`src/rtl/watch_hhmmss_set_if.sv`:
```
// Button/format inputs and display outputs of the HH:MM:SS watch core.
// The master drives the buttons, the slave drives the display.
interface watch_hhmmss_set_if;
  logic       mode_btn_i;
  logic       inc_btn_i;
  logic       fmt12_i;
  logic [6:0] segment_hxxxxx;
  logic [6:0] segment_xhxxxx;
  logic [6:0] segment_xxmxxx;
  logic [6:0] segment_xxxmxx;
  logic [6:0] segment_xxxxsx;
  logic [6:0] segment_xxxxxs;
  logic       pm_o;
  logic       set_mode_o;

  modport master (
    output mode_btn_i, inc_btn_i, fmt12_i,
    input  segment_hxxxxx, segment_xhxxxx, segment_xxmxxx,
    input  segment_xxxmxx, segment_xxxxsx, segment_xxxxxs, pm_o, set_mode_o
  );

  modport slave (
    input  mode_btn_i, inc_btn_i, fmt12_i,
    output segment_hxxxxx, segment_xhxxxx, segment_xxmxxx,
    output segment_xxxmxx, segment_xxxxsx, segment_xxxxxs, pm_o, set_mode_o
  );
endinterface

```
`src/rtl/watch_hhmmss_set.sv`:
```
// HH:MM:SS watch with two-button set mode, blinking edit field and 12h/24h
// seven-segment display. Counters are BCD and always 24h.
module watch_hhmmss_set #(
  parameter int unsigned CLK_FREQ = 32768,
  parameter bit          HOUR_LZB = 1'b0
) (
  input logic               clk_i,
  input logic               rst_i,
  watch_hhmmss_set_if.slave bus
);
  localparam int unsigned    PW       = $clog2(CLK_FREQ);
  localparam logic [PW-1:0]  PresLast = PW'(CLK_FREQ - 1);
  localparam logic [PW-1:0]  PresHalf = PW'(CLK_FREQ / 2);
  localparam logic [1:0]     StRun    = 2'd0;
  localparam logic [1:0]     StSetHh  = 2'd1;
  localparam logic [1:0]     StSetMm  = 2'd2;
  localparam logic [6:0]     SegZero  = 7'h3f;

  logic [1:0]    state_q, state_d;
  logic [PW-1:0] presc_q, presc_d;
  logic [2:0]    sec_t_q, sec_t_d, min_t_q, min_t_d;
  logic [3:0]    sec_u_q, sec_u_d, min_u_q, min_u_d, hr_u_q, hr_u_d;
  logic [1:0]    hr_t_q, hr_t_d;
  logic [2:0]    mode_sync_q, inc_sync_q;
  logic [6:0]    seg_q [6];
  logic [6:0]    seg_d [6];
  logic          pm_q, pm_d, set_q, set_d;

  logic mode_edge, inc_edge, sec_tick, blink;
  assign mode_edge = mode_sync_q[1] & ~mode_sync_q[2];
  assign inc_edge  = inc_sync_q[1] & ~inc_sync_q[2];
  assign sec_tick  = (presc_q == PresLast);
  assign blink     = (presc_q >= PresHalf);

  function automatic logic [6:0] bcd60_inc(input logic [2:0] t, input logic [3:0] u);
    if (u == 4'd9) return (t == 3'd5) ? 7'd0 : {t + 3'd1, 4'd0};
    return {t, u + 4'd1};
  endfunction

  function automatic logic [5:0] hour_inc(input logic [1:0] t, input logic [3:0] u);
    if (t == 2'd2 && u == 4'd3) return 6'd0;
    if (u == 4'd9) return {t + 2'd1, 4'd0};
    return {t, u + 4'd1};
  endfunction

  function automatic logic [6:0] seg7(input logic [3:0] d);
    case (d)
      4'd0:    return 7'h3f;
      4'd1:    return 7'h06;
      4'd2:    return 7'h5b;
      4'd3:    return 7'h4f;
      4'd4:    return 7'h66;
      4'd5:    return 7'h6d;
      4'd6:    return 7'h7d;
      4'd7:    return 7'h07;
      4'd8:    return 7'h7f;
      4'd9:    return 7'h6f;
      default: return 7'h00;
    endcase
  endfunction

  always_comb begin
    state_d = state_q;
    presc_d = sec_tick ? '0 : presc_q + PW'(1);
    {sec_t_d, sec_u_d} = {sec_t_q, sec_u_q};
    {min_t_d, min_u_d} = {min_t_q, min_u_q};
    {hr_t_d, hr_u_d}   = {hr_t_q, hr_u_q};
    case (state_q)
      StRun: begin
        if (mode_edge) begin
          state_d = StSetHh;
          {sec_t_d, sec_u_d} = 7'd0;
        end else if (sec_tick) begin
          {sec_t_d, sec_u_d} = bcd60_inc(sec_t_q, sec_u_q);
          if (sec_t_q == 3'd5 && sec_u_q == 4'd9) begin
            {min_t_d, min_u_d} = bcd60_inc(min_t_q, min_u_q);
            if (min_t_q == 3'd5 && min_u_q == 4'd9) begin
              {hr_t_d, hr_u_d} = hour_inc(hr_t_q, hr_u_q);
            end
          end
        end
      end
      StSetHh: begin
        if (mode_edge)     state_d = StSetMm;
        else if (inc_edge) {hr_t_d, hr_u_d} = hour_inc(hr_t_q, hr_u_q);
      end
      StSetMm: begin
        if (mode_edge) begin
          // Restart the second so the first tick lands a full second later.
          state_d = StRun;
          {sec_t_d, sec_u_d} = 7'd0;
          presc_d = '0;
        end else if (inc_edge) begin
          {min_t_d, min_u_d} = bcd60_inc(min_t_q, min_u_q);
        end
      end
      default: state_d = StRun;
    endcase
  end

  logic [4:0] hour_bin, h12;
  logic [3:0] disp_ht, disp_hu;

  always_comb begin
    hour_bin = 5'(hr_t_q) * 5'd10 + 5'(hr_u_q);
    h12      = hour_bin;
    pm_d     = 1'b0;
    disp_ht  = {2'b00, hr_t_q};
    disp_hu  = hr_u_q;
    if (bus.fmt12_i) begin
      if (hour_bin == 5'd0)       h12 = 5'd12;
      else if (hour_bin > 5'd12)  h12 = hour_bin - 5'd12;
      pm_d    = (hour_bin >= 5'd12);
      disp_ht = (h12 >= 5'd10) ? 4'd1 : 4'd0;
      disp_hu = (h12 >= 5'd10) ? 4'(h12 - 5'd10) : 4'(h12);
    end
    seg_d[5] = (HOUR_LZB && disp_ht == 4'd0) ? 7'h00 : seg7(disp_ht);
    seg_d[4] = seg7(disp_hu);
    seg_d[3] = seg7({1'b0, min_t_q});
    seg_d[2] = seg7(min_u_q);
    seg_d[1] = seg7({1'b0, sec_t_q});
    seg_d[0] = seg7(sec_u_q);
    if (blink && state_q == StSetHh) begin
      seg_d[5] = 7'h00;
      seg_d[4] = 7'h00;
    end
    if (blink && state_q == StSetMm) begin
      seg_d[3] = 7'h00;
      seg_d[2] = 7'h00;
    end
    set_d = (state_q == StSetHh) || (state_q == StSetMm);
  end

  always_ff @(posedge clk_i or posedge rst_i) begin
    if (rst_i) begin
      state_q     <= StRun;
      presc_q     <= '0;
      sec_t_q     <= '0;
      sec_u_q     <= '0;
      min_t_q     <= '0;
      min_u_q     <= '0;
      hr_t_q      <= '0;
      hr_u_q      <= '0;
      mode_sync_q <= '0;
      inc_sync_q  <= '0;
      seg_q[5]    <= HOUR_LZB ? 7'h00 : SegZero;
      for (int i = 0; i < 5; i++) seg_q[i] <= SegZero;
      pm_q        <= 1'b0;
      set_q       <= 1'b0;
    end else begin
      state_q     <= state_d;
      presc_q     <= presc_d;
      sec_t_q     <= sec_t_d;
      sec_u_q     <= sec_u_d;
      min_t_q     <= min_t_d;
      min_u_q     <= min_u_d;
      hr_t_q      <= hr_t_d;
      hr_u_q      <= hr_u_d;
      mode_sync_q <= {mode_sync_q[1:0], bus.mode_btn_i};
      inc_sync_q  <= {inc_sync_q[1:0], bus.inc_btn_i};
      for (int i = 0; i < 6; i++) seg_q[i] <= seg_d[i];
      pm_q        <= pm_d;
      set_q       <= set_d;
    end
  end

  assign bus.segment_hxxxxx = seg_q[5];
  assign bus.segment_xhxxxx = seg_q[4];
  assign bus.segment_xxmxxx = seg_q[3];
  assign bus.segment_xxxmxx = seg_q[2];
  assign bus.segment_xxxxsx = seg_q[1];
  assign bus.segment_xxxxxs = seg_q[0];
  assign bus.pm_o           = pm_q;
  assign bus.set_mode_o     = set_q;
endmodule

```
`src/flat_wrapper.sv`:
```
// flat-port wrapper written by rule: the top's interface ports become plain ports
module watch_hhmmss_set_flat 
#(
  parameter int unsigned CLK_FREQ = 32768,
  parameter bit          HOUR_LZB = 1'b0
)
  (clk_i, rst_i, bus_mode_btn_i, bus_inc_btn_i, bus_fmt12_i, bus_segment_hxxxxx, bus_segment_xhxxxx, bus_segment_xxmxxx, bus_segment_xxxmxx, bus_segment_xxxxsx, bus_segment_xxxxxs, bus_pm_o, bus_set_mode_o);
  watch_hhmmss_set_if bus_i ();
  input logic clk_i;
  input logic rst_i;
  input wire logic [$bits(bus_i.mode_btn_i)-1:0] bus_mode_btn_i;
  input wire logic [$bits(bus_i.inc_btn_i)-1:0] bus_inc_btn_i;
  input wire logic [$bits(bus_i.fmt12_i)-1:0] bus_fmt12_i;
  output wire logic [$bits(bus_i.segment_hxxxxx)-1:0] bus_segment_hxxxxx;
  output wire logic [$bits(bus_i.segment_xhxxxx)-1:0] bus_segment_xhxxxx;
  output wire logic [$bits(bus_i.segment_xxmxxx)-1:0] bus_segment_xxmxxx;
  output wire logic [$bits(bus_i.segment_xxxmxx)-1:0] bus_segment_xxxmxx;
  output wire logic [$bits(bus_i.segment_xxxxsx)-1:0] bus_segment_xxxxsx;
  output wire logic [$bits(bus_i.segment_xxxxxs)-1:0] bus_segment_xxxxxs;
  output wire logic [$bits(bus_i.pm_o)-1:0] bus_pm_o;
  output wire logic [$bits(bus_i.set_mode_o)-1:0] bus_set_mode_o;
  assign bus_i.mode_btn_i = bus_mode_btn_i;
  assign bus_i.inc_btn_i = bus_inc_btn_i;
  assign bus_i.fmt12_i = bus_fmt12_i;
  assign bus_segment_hxxxxx = bus_i.segment_hxxxxx;
  assign bus_segment_xhxxxx = bus_i.segment_xhxxxx;
  assign bus_segment_xxmxxx = bus_i.segment_xxmxxx;
  assign bus_segment_xxxmxx = bus_i.segment_xxxmxx;
  assign bus_segment_xxxxsx = bus_i.segment_xxxxsx;
  assign bus_segment_xxxxxs = bus_i.segment_xxxxxs;
  assign bus_pm_o = bus_i.pm_o;
  assign bus_set_mode_o = bus_i.set_mode_o;
  watch_hhmmss_set #(.CLK_FREQ(CLK_FREQ), .HOUR_LZB(HOUR_LZB)) u_core (.clk_i(clk_i), .rst_i(rst_i), .bus(bus_i));
endmodule
```
`config.mk`:
```
export PLATFORM = sky130hd
export DESIGN_NAME = watch_hhmmss_set_flat
export DESIGN_NICKNAME = d
export VERILOG_FILES = /design/src/rtl/watch_hhmmss_set_if.sv /design/src/rtl/watch_hhmmss_set.sv /design/src/flat_wrapper.sv
export SDC_FILE = /design/constraint.sdc
export NUM_CORES = 1
export LEC_CHECK = 0
export ABC_AREA = 1
export CAP_MARGIN = 20
export CORE_MARGIN = 5
export CORE_UTILIZATION = 53
export CTS_BUF_LIST = sky130_fd_sc_hd__clkbuf_16
export DETAILED_ROUTE_END_ITERATION = 6
export HOLD_SLACK_MARGIN = 0.03
export PLACE_DENSITY = 0.75
export SLEW_MARGIN = 20
export SYNTH_ARGS = -nofsm -noshare
export SYNTH_HDL_FRONTEND = slang
export SYNTH_SLANG_ARGS = --single-unit
```
`constraint.sdc`:
```
create_clock -name clk_i -period 6.15 [get_ports clk_i]
set_input_delay 0.615 -clock clk_i [delete_from_list [all_inputs] [get_ports clk_i]]
set_output_delay 0.615 -clock clk_i [all_outputs]
set_load 0.005 [all_outputs]
```
## Word level (Yosys, flattened, before mapping)

Memory sizes are Yosys's and may differ from the RTL's. A register that Yosys moved wholly into a read port is not among the register bits.
Cells that the tools add are included.

| cells by class | value |
|---|---|
| add/sub/neg operators | 10 |
| multipliers | 1 |
| div/mod/pow operators | 0 |
| $lt $le $gt $ge | 4 |
| eq/ne operators | 27 |
| shift-type cells | 0 |
| muxes and demuxes | 96 |
| bitwise operators | 4 |
| reductions and logical operators | 17 |

Operator list:

| kind | number |
|---|---|
| $mux W4 | 17 |
| $mux W7 | 7 |
| $mux W15 | 3 |
| $mux W6 | 6 |
| $mux W1 | 34 |
| $mux W14 | 2 |
| $mux W3 | 8 |
| $pmux W4 S2 | 3 |
| $ne A2 B1 Y1 const B | 10 |
| $mux W2 | 9 |
| $add A15 B1 Y15 const B | 1 |
| $eq A15 B15 Y1 const B | 1 |
| $ge A15 B15 Y1 const B | 1 |
| $mux W5 | 3 |
| $add A4 B1 Y4 const B | 3 |
| $eq A4 B4 Y1 const B | 3 |
| $ne A3 B1 Y1 const B | 4 |
| $pmux W3 S2 | 2 |
| $ge A5 B4 Y1 const B | 2 |
| $reduce_and A9 Y1 | 1 |
| $reduce_and A8 Y1 | 1 |
| $reduce_and A7 Y1 | 1 |
| $add A3 B1 Y3 const B | 2 |
| $eq A3 B3 Y1 const B | 2 |
| 22 further kinds | 33 |

| word-level totals | value |
|---|---|
| flip-flop bits (word level) | 73 |
| bits in latches | 0 |
| memory bits (writable) | 0 |
| ROM bits | 560 |
| input bits | 5 |
| output and inout bits | 44 |
| word-level logic and storage cells | 181 |
| memories kept | 6 |

Memory list:

| name | words | width | read ports | clocked after memory_dff | write ports | RTL line | source |
|---|---|---|---|---|---|---|---|
| (no name shown) | 16 | 7 | 1 | 0 | 0 | watch_hhmmss_set.sv:47 | `case (d)` |
| (no name shown) | 16 | 7 | 1 | 0 | 0 | watch_hhmmss_set.sv:47 |  |
| (no name shown) | 16 | 7 | 1 | 0 | 0 | watch_hhmmss_set.sv:47 |  |
| (no name shown) | 16 | 7 | 1 | 1 | 0 | watch_hhmmss_set.sv:47 |  |
| (no name shown) | 8 | 7 | 1 | 0 | 0 | watch_hhmmss_set.sv:47 |  |
| (no name shown) | 8 | 7 | 1 | 1 | 0 | watch_hhmmss_set.sv:47 |  |

## Depth between registers and ports, before layout

Gate-level depths: netlist of the first run.

| depth | value |
|---|---|
| depth in word-level cells | 21 |
| depth in mapped cells | 25 |
| depth with buffers taken out | 25 |

## Worst setup path after synthesis of the first run

Ideal clock, no wire load.

| timing | value |
|---|---|
| path type | register to register |
| start | register u_core.hr_t_q[0] |
| end | register u_core.seg_q, in the netlist u_core.bus.segment_xhxxxx[3] |
| setup time | 0.064 ns |
| data arrival time | 3.150 ns |
| data required time | 6.086 ns |
| slack | 2.935 ns |
| stages on the path, launching flop included | 23 |
| path buffers | 0 |
| clock period less this slack | 3.215 ns |
| cells stage by stage | dfrtp_1 -> ha_1 -> fa_1 -> nor2_1 -> nor2_4 -> ha_1 -> inv_1 -> nor3_4 -> o211ai_2 -> nand2_1 -> inv_1 -> ha_1 -> nand2_2 -> nand2_4 -> nand2_2 -> nand2_1 -> nand3_1 -> nand2_2 -> inv_1 -> ha_1 -> nor2_1 -> nor2_1 -> nor2_2 |

RTL lines:

| item | RTL line | source |
|---|---|---|
| start: declaration | watch_hhmmss_set.sv:23 | `logic [1:0] hr_t_q, hr_t_d;` |
| start signal: assignment | watch_hhmmss_set.sv:157 | `hr_t_q <= hr_t_d;` |
| end: declaration | watch_hhmmss_set.sv:25 | `logic [6:0] seg_q [6];` |

==> impl_metrics.toml, run 1 <==
[synthesis]
syn-instance-count = 519
syn_area_sq_um = 4725
synth_edf_count = 0
synthTopCellsByArea = "dfrtp_1, dfstp_2, ha_1"
synth_seq_area_share = 0.4648
synthesis.nets = 569
synth_ff_type = "dfrtp_1"
ys_warn_count = 0
yosys.area.top_type = "dfrtp_1"
async_flop_share = 1.000
ys_seq_elements = 86
ys_types = 46
syn_area_per_cell_sq_um = 9.103
synth_top_area_share = 0.2701

[worst_setup_path]
startpoint_type = "flip-flop"
cp_slowest_cell = "dfrtp_1"
critPathArrivalTime_ns = 3.91
worstSetupPathType = "reg -> reg"
slowest_delay_ns = 0.42
crit_path_cell_trace = "ha_1 > fa_1 > nor2_1 > nor2_4 > ha_1 > inv_1 > nor3_4 > o211ai_2 > nand2_1 > inv_1 > ha_1 > nand2_2 > nand2_4 > nand2_2 > nand2_1 > nand3_1 > nand2_2 > inv_1 > ha_1 > nor2_1 > nor2_1 > nor2_2"
crit_top_cell = "ha_1"
end_kind = "flip-flop"
worst_r2r_path_depth = 22
path_max_fanout = 6
cp.required_ns = 6.42

[place]
port_buffers = 48
dpl.hpwl_mm = 6.367
dp_slack_ns = 2.585
gp_congestion = 0.9201

[sta]
rsz0062_at_grt = "false"
final.period_utilization = 0.5922
hold_viol = 0
finalSetupTns_ns = 0
max_freq_mhz = 274.6
fin_ws_ns = 2.508
drv_slew = 0
skew_ns = 0.007617
relSlewSlack = 0.4963
fin_crit_ns = 3.642
setup-violations-final = 0
tightest_slew_ns = 0.7556

[global_routing]
antenna_found_initial = 0
grt_util_met2 = 0.2986
grt.met3_usage = 0.03911
grt_max_degree = 87
grt.met1_usage = 0.2179
busiest_layer = "met2"
grtUsageTotal = 0.1748
grt_overflow = 0
grt_pass1_wl_mm = 16.01
first_global_vias = 3562

[die]
initial_core_util = 0.5418
ios = 49
coreArea_sq_um = 8721
fp.dieArea_sq_um = 10900
die_w_microns = 104.4
placementRows = 34
die_h_microns = 104.4

[clock_tree]
clock_latency_ns = 0.34
cts_buffers = 9
clockRootBuffer = "clkbuf_16"
cts_tree = "built"
cts.path.max_buffers = 2
cts.sinks = 86
post_cts.repair.setup_buffers = 0
cts_hold_buf = 0
cts.clk_slew.worst_paths_ns = 0.06
h-tree-depth = 3
post_cts_resized = 0

[route]
ant_nets = 0
wl_per_cell_microns = 12.87
viasPerCell = 5.042
dr.pass1.iters = 4
post-route-drc-count = 0
num_vias = 3454
drtIter0Drc = 164
totalWireLength_mm = 8.818

[power]
cellLeakagePower_uw = 0.002695
peakVddDrop_mv = 0.2532
finalPower_uw = 2672
powerDensity_nw_per_um2 = 468.8

[worst_hold_path]
whs_path_depth = 0
hold_class = "reg -> reg"

[outcome]
status = "finished, final reports clean"

[run]
drv_cap = 0

[layout]
fillers = 683
syn_to_final_growth_pct = 20.63
final_cell_mix = "inv_1, nand2_1, nor2_1"
drive_above_1_share = 0.1872
num_antenna_cells = 0
fin_nets = 622
[synth_stat cells (4+ instances only)]
master / n
nand3_2: 10
nor2_4: 4
inv_1: 74
nand2_1: 74
nand2_2: 8
nand3_1: 21
a21oi_1: 20
dfstp_2: 35
nor2_1: 64
ha_1: 44
inv_2: 5
o21ai_0: 36
o211ai_1: 4
nor2_2: 10
nor3_1: 10
dfrtp_1: 51
[routing by layer]
layer	up-vias	wire length, microns
li1	1749	-
met5	-	0
met4	0	143
met1	1647	4051
met3	12	291
met2	46	4332
[stage by stage]
step,hold slack [ns],instances,util,instance area [sq um]
after CTS,0.3505,685,0.6531,5695
after global placement,0.3329,669,0.6086,5308
after floorplan,0.3312,519,-,4725
final,0.3477,685,0.6535,5699
after detailed placement,0.3364,669,0.6086,5308
after global routing,0.3624,685,0.6535,5699
[worst paths after layout]
kind                                                end  slack, ns                   from
setup reg to reg           u_core.bus.segment_xhxxxx[3]       2.51       u_core.hr_t_q[0]
min in group asynchronous              u_core.hr_u_q[1]       0.78                  rst_i
max in group asynchronous  u_core.bus.segment_xxxxxs[6]       4.83                  rst_i
hold reg to reg                   u_core.mode_sync_q[1]       0.35  u_core.mode_sync_q[0]
setup / recovery           u_core.bus.segment_xhxxxx[3]       2.51       u_core.hr_t_q[0]
hold / removal                    u_core.mode_sync_q[1]       0.35  u_core.mode_sync_q[0]
[sequential cells by signal, summed over array words and instances (netlist names), 6 cells and up]
name                       cells
u_core.bus.segment_hxxxxx      6
u_core.bus.segment_xhxxxx      7
u_core.bus.segment_xxmxxx      7
u_core.bus.segment_xxxmxx      7
u_core.bus.segment_xxxxsx      7
u_core.bus.segment_xxxxxs      7
u_core.presc_q                15
[kinds of logic after synthesis]
| group | Yosys count | synth area share |
|---|---|---|
| xor gates and xnor gates | 5 | 0.009271 |
| DFF | 86 | 0.4648 |
| AOI/OAI and AO/OA | 75 | 0.09269 |
| adders and majority gates | 45 | 0.1208 |
| and+or+nand+nor | 221 | 0.2397 |
| buffers and inverters | 87 | 0.07283 |
[power by group]
group / switching (uW) / internal [uW] / total (uW) / leakage, uW
logic: 632 / 460 / 1090 / 0.00147
clock network: 220 / 478 / 698 / 0.000191
registers: 104 / 777 / 880 / 0.00103
total: 956 / 1720 / 2670 / 0.00270
[cell type report]
type	count	area [sq um]	share of cell area
clock inverter	7	162.7	0.02854
sequential	86	2196	0.3853
timing repair buffer	49	491.7	0.08628
multi-input combinational	346	2185	0.3833
inverter	80	304.0	0.05335
clock buffer	9	225.2	0.03952
tap	108	135.1	0.02371
[critical path: cells and delay by family, from the launching register on]
family / cells / cell delay (ns)
adders and majority gates: 5 / 1.35
and+or+nand+nor: 13 / 1.32
DFF: 1 / 0.42
buffers and inverters: 3 / 0.29
AOI/OAI and AO/OA: 1 / 0.20
Power figures use the tool's default switching activity.
==> run 2: changes to the inputs <==
==> constraint.sdc (replaced) <==
create_clock -name clk_i -period 3.4 [get_ports clk_i]
set_input_delay 0.34 -clock clk_i [delete_from_list [all_inputs] [get_ports clk_i]]
set_output_delay 0.34 -clock clk_i [all_outputs]
set_load 0.005 [all_outputs]
==> run 2 against run 1 <==
  * Worst setup slack worse by 2.5 ns
  * Sequential power is 81% higher
  * Combinational power is 110% higher
  * Core utilization is 1.2 points higher
  * Maximum frequency is 8.7% higher
  * Die area stayed put
  * Hold slack better by 0.0016 ns
  * Flip-flop and latch count stayed put
  * Critical path type unchanged
  * Critical endpoint is now u_core.bus.segment_xhxxxx[0]
==> impl_metrics.toml, run 2 (same netlist as run 1, synthesis figures left out) <==
[run]
drv_cap = 0

[sta]
relSlewSlack = 0.5638
max_freq_mhz = 298.6
hold_viol = 0
drv_slew = 0
skew_ns = 0.009492
fin_crit_ns = 3.349
tightest_slew_ns = 0.6536
setup-violations-final = 0
hold_ws_ns = 0.3493
final.period_utilization = 0.9850

[worst_hold_path]
hold_class = "reg -> reg"

[route]
totalWireLength_mm = 9.175
drtIter0Drc = 173
ant_nets = 0
viasPerCell = 5.050
dr.pass1.iters = 4
wl_per_cell_microns = 13.16
post-route-drc-count = 0
num_vias = 3520

[clock_tree]
h-tree-depth = 3
clock_latency_ns = 0.34
cts_tree = "built"
cts.sinks = 86
cts.path.max_buffers = 2
cts_hold_buf = 0
clockRootBuffer = "clkbuf_16"
cts.clk_slew.worst_paths_ns = 0.06
cts_buffers = 9

[layout]
num_antenna_cells = 0
final_cell_mix = "inv_1, nand2_1, nor2_1"
largest_reg_flops = 15
syn_to_final_growth_pct = 22.80
fillers = 642
drive_above_1_share = 0.2292
final_area_sq_um = 5802
fin_nets = 634
top_register = "u_core.presc_q"

[global_routing]
busiest_layer = "met2"
grt_util_met2 = 0.2851
grt_overflow = 0
grt.met3_usage = 0.03662
grtUsageTotal = 0.1730
grt_pass1_wl_mm = 15.79
grt_max_degree = 40
antenna_found_initial = 0
first_global_vias = 3464
grt.met1_usage = 0.2247

[die]
coreArea_sq_um = 8721
initial_core_util = 0.5418
die_w_microns = 104.4
placementRows = 34
fp.dieArea_sq_um = 10900
ios = 49
die_h_microns = 104.4

[power]
peakVddDrop_mv = 0.4451
powerDensity_nw_per_um2 = 840.2
cellLeakagePower_uw = 0.002729

[worst_setup_path]
end_kind = "flip-flop"
path_max_fanout = 5
cp.required_ns = 3.67
worstSetupPathType = "reg -> reg"
critPathArrivalTime_ns = 3.62
startpoint_type = "flip-flop"

[place]
placed_area_sq_um = 5330
dpl.hpwl_mm = 6.334
gp_congestion = 0.8583
port_buffers = 48

[outcome]
status = "finished, final reports clean"
run 2: timing repair:
item / in CTS / in global routing
pin swaps: 0 / 11
resized for setup: 3 / 19
setup buffers: 0 / 9
cloned: 0 / 0
setup endpoints to repair: 3 / 7
run 2: stage by stage:
step                utilization  instances  total power (uW)  TNS [ns]  setup slack [ns]
finish                   0.6653        697              4875         0           0.05106
global route             0.6653        697              5258   -0.5094           -0.1260
CTS                      0.6491        688              4683         0          0.004714
detailed placement       0.6112        672              3590  -0.04225          -0.04225
global placement         0.6112        672              3516         0            0.1059
floorplan                     -        519              2972         0            0.1851
run 2: final timing paths:
kind	start	endpoint	slack, ns	cells past startpoint
max in group asynchronous	rst_i	u_core.bus.segment_xxxmxx[1]	2.20	3
min	u_core.mode_sync_q[0]	u_core.mode_sync_q[1]	0.35	0
min reg2reg	u_core.mode_sync_q[0]	u_core.mode_sync_q[1]	0.35	0
min in group asynchronous	rst_i	u_core.sec_u_q[3]	0.39	2
max	u_core.hr_u_q[1]	u_core.bus.segment_xhxxxx[0]	0.05	21
max reg2reg	u_core.hr_u_q[1]	u_core.bus.segment_xhxxxx[0]	0.05	21
run 2: power breakdown:
part           internal [uW]  switching, uW
combinational            971           1260
clock                    647            405
sequential              1400            183
run 2: final cells by class:
cell class	instances	area, sq um	share of cell area
clock buffer	9	225.2	0.03882
clock inverter	7	97.59	0.01682
inverter	80	306.5	0.05284
multi-input combinational	346	2260	0.3895
sequential	86	2196	0.3785
tap	108	135.1	0.02329
timing repair buffer	61	581.8	0.1003
run 2: critical path, cell delays in order (launching register included):
cell and delay (ns):
dfrtp_1 0.43, ha_4 0.20, fa_2 0.65, ha_4 0.16, inv_2 0.05, nor3_4 0.20
o211ai_2 0.12, nand2_1 0.10, inv_2 0.06, ha_4 0.18, nand2_4 0.08, nand2_4 0.08
nand2_4 0.07, nand2_2 0.06, nand3_2 0.09, nand2_2 0.08, buf_6 0.12, ha_1 0.16
nand3b_1 0.17, nand2_2 0.09, nor2_2 0.04, nor2_2 0.09
run 2: layer usage:
metal  routed length [microns]  up-vias
met2                      4627       52
li1                          -     1785
met1                      4118     1676
met5                         0        -
met4                       102        0
met3                       327        7
==> run 3: changes to the inputs <==
--- a/config.mk
+++ b/config.mk
@@ -10,9 +10,11 @@
 export CORE_MARGIN = 5
 export CORE_UTILIZATION = 53
 export CTS_BUF_LIST = sky130_fd_sc_hd__clkbuf_16
+export CTS_CLUSTER_SIZE = 16
 export DETAILED_ROUTE_END_ITERATION = 6
 export HOLD_SLACK_MARGIN = 0.03
 export PLACE_DENSITY = 0.75
+export SETUP_SLACK_MARGIN = 0.15
 export SLEW_MARGIN = 20
 export SYNTH_ARGS = -nofsm -noshare
 export SYNTH_HDL_FRONTEND = slang
==> run 3 against run 2 <==
  * Clock-buffer cell count is the same
  * First-iteration DRC count decreased by 12%
  * Design area increased by 2.0%
  * Register-to-register slack better by 0.12 ns
  * Largest cell class unchanged
  * Largest power group unchanged
  * Sequential share of layout area is 0.72 points lower
  * Critical endpoint is now u_core.bus.segment_xhxxxx[3]
==> impl_metrics.toml, run 3 (same netlist as run 1, synthesis figures left out) <==
[route]
ant_nets = 0
drtIter0Drc = 153
wl_per_cell_microns = 13.84
viasPerCell = 5.121
post-route-drc-count = 0
totalWireLength_mm = 9.718
dr.pass1.iters = 4
num_vias = 3595

[die]
ios = 49
placementRows = 34
die_w_microns = 104.4
coreArea_sq_um = 8721
fp.dieArea_sq_um = 10900
initial_core_util = 0.5418
die_h_microns = 104.4

[clock_tree]
cts.clk_slew.worst_paths_ns = 0.06
h-tree-depth = 3
cts.sinks = 86
cts.path.max_buffers = 2
cts_buffers = 9
clockRootBuffer = "clkbuf_16"
cts_hold_buf = 0
cts_tree = "built"
clock_latency_ns = 0.33

[outcome]
status = "finished, final reports clean"

[sta]
hold_viol = 0
max_freq_mhz = 309.2
tightest_slew_ns = 0.6537
fin_ws_ns = 0.1661
setup-violations-final = 0
finalSetupTns_ns = 0
rsz0062_at_grt = "true"
drv_slew = 0
skew_ns = 0.009474
relSlewSlack = 0.5637
fin_crit_ns = 3.234
final.period_utilization = 0.9511

[place]
port_buffers = 48
dpl.hpwl_mm = 6.334
dp_slack_ns = -0.04225
gp_congestion = 0.8583

[worst_setup_path]
cp_slowest_cell = "fa_2"
critPathLaunch = "u_core.hr_u_q[1]"
crit_path_cell_trace = "ha_4 > fa_2 > inv_4 > nand3_1 > nor2_1 > nand3_2 > nand2_2 > inv_2 > nand2_1 > inv_2 > ha_4 > nand2_4 > nand2_4 > nand2_4 > nand2_4 > nand3_4 > nand2_4 > inv_1 > ha_1 > nor2_2 > nor2_2 > nor2_2"
timing.rr.start = "u_core.hr_u_q[1]"
startpoint_type = "flip-flop"
critPathArrivalTime_ns = 3.50
crit_top_cell = "nand2_4"
path_max_fanout = 4
cp.required_ns = 3.67
slowest_delay_ns = 0.62
end_kind = "flip-flop"
reg2reg_slack_ns = 0.17
worstSetupPathType = "reg -> reg"

[layout]
regArea_sq_um = 2197
largest_reg_flops = 15
fin_nets = 639
fillers = 621
final_common_cell = "inv_1"
drive_above_1_share = 0.2492
top_register = "u_core.presc_q"
multi_input_area_sq_um = 2333
final_cell_mix = "inv_1, nand2_1, nor2_1"
num_antenna_cells = 0
syn_to_final_growth_pct = 25.24

[worst_hold_path]
hold_class = "reg -> reg"
hold_start = "u_core.mode_sync_q[0]"

[global_routing]
grt.met3_usage = 0.04221
grtUsageTotal = 0.1794
busiest_layer = "met2"
first_global_vias = 3538
grt_overflow = 0
grt_max_degree = 40
grt_pass1_wl_mm = 16.32
antenna_found_initial = 0
grt.met1_usage = 0.2317
grt_util_met2 = 0.2959

[power]
finalPower_uw = 5062
peakVddDrop_mv = 0.4475
powerDensity_nw_per_um2 = 855.5
cellLeakagePower_uw = 0.002764

[run]
drv_cap = 0
run 3: final cells by class:
cell class / count / share of cell area
Multi-Input combinational cell: 346 / 0.3944
Sequential cell: 86 / 0.3713
Timing Repair Buffer: 66 / 0.1047
Inverter: 80 / 0.05223
Clock buffer: 9 / 0.03806
Tap cell: 108 / 0.02284
Clock inverter: 7 / 0.01649
run 3: power breakdown:
part / internal [uW] / total [uW] / switching (uW)
logic: 1050 / 2420 / 1370
clock network: 647 / 1050 / 402
registers: 1410 / 1600 / 190
total: 3100 / 5060 / 1960
run 3: worst max-delay path: cells and delay by family (launching register included):
family	cells	cell delay, ns
flip-flops	1	0.45
buffers and inverters	4	0.29
adder cells (fa/ha/maj)	4	1.24
AND/OR/NAND/NOR	14	1.19
run 3: final timing paths:
| kind | endpoint | cells after the start |
|---|---|---|
| worst max-delay path | u_core.bus.segment_xhxxxx[3] | 22 |
| worst min-delay path | u_core.mode_sync_q[1] | 0 |
| worst max register to register | u_core.bus.segment_xhxxxx[3] | 22 |
| worst min register to register | u_core.mode_sync_q[1] | 0 |
| max in group asynchronous | u_core.bus.segment_xxxmxx[1] | 3 |
| min in group asynchronous | u_core.sec_u_q[3] | 2 |
run 3: repair_timing:
| item | in CTS | in global routing |
|---|---|---|
| endpoints found under the setup margin | 7 | 7 |
| gates resized for setup | 17 | 22 |
| setup buffers | 5 | 9 |
| pin swaps | 9 | 18 |
run 3: metrics by stage:
stage	utilization	cell area [sq um]	hold WS, ns	instances
3_3_place_gp	0.6112	5330	0.3345	672
4_1_cts	0.6590	5747	0.3501	693
2_1_floorplan	-	4725	0.3312	519
3_5_place_dp	0.6112	5330	0.3355	672
6_report	0.6785	5917	0.3494	702
5_1_grt	0.6785	5917	0.3691	702
run 3: per-layer routing:
layer | vias to the layer above | wire (microns)
li1 | 1794 | -
met1 | 1706 | 4247
met2 | 79 | 4939
met3 | 16 | 388
met4 | 0 | 142
met5 | - | 0
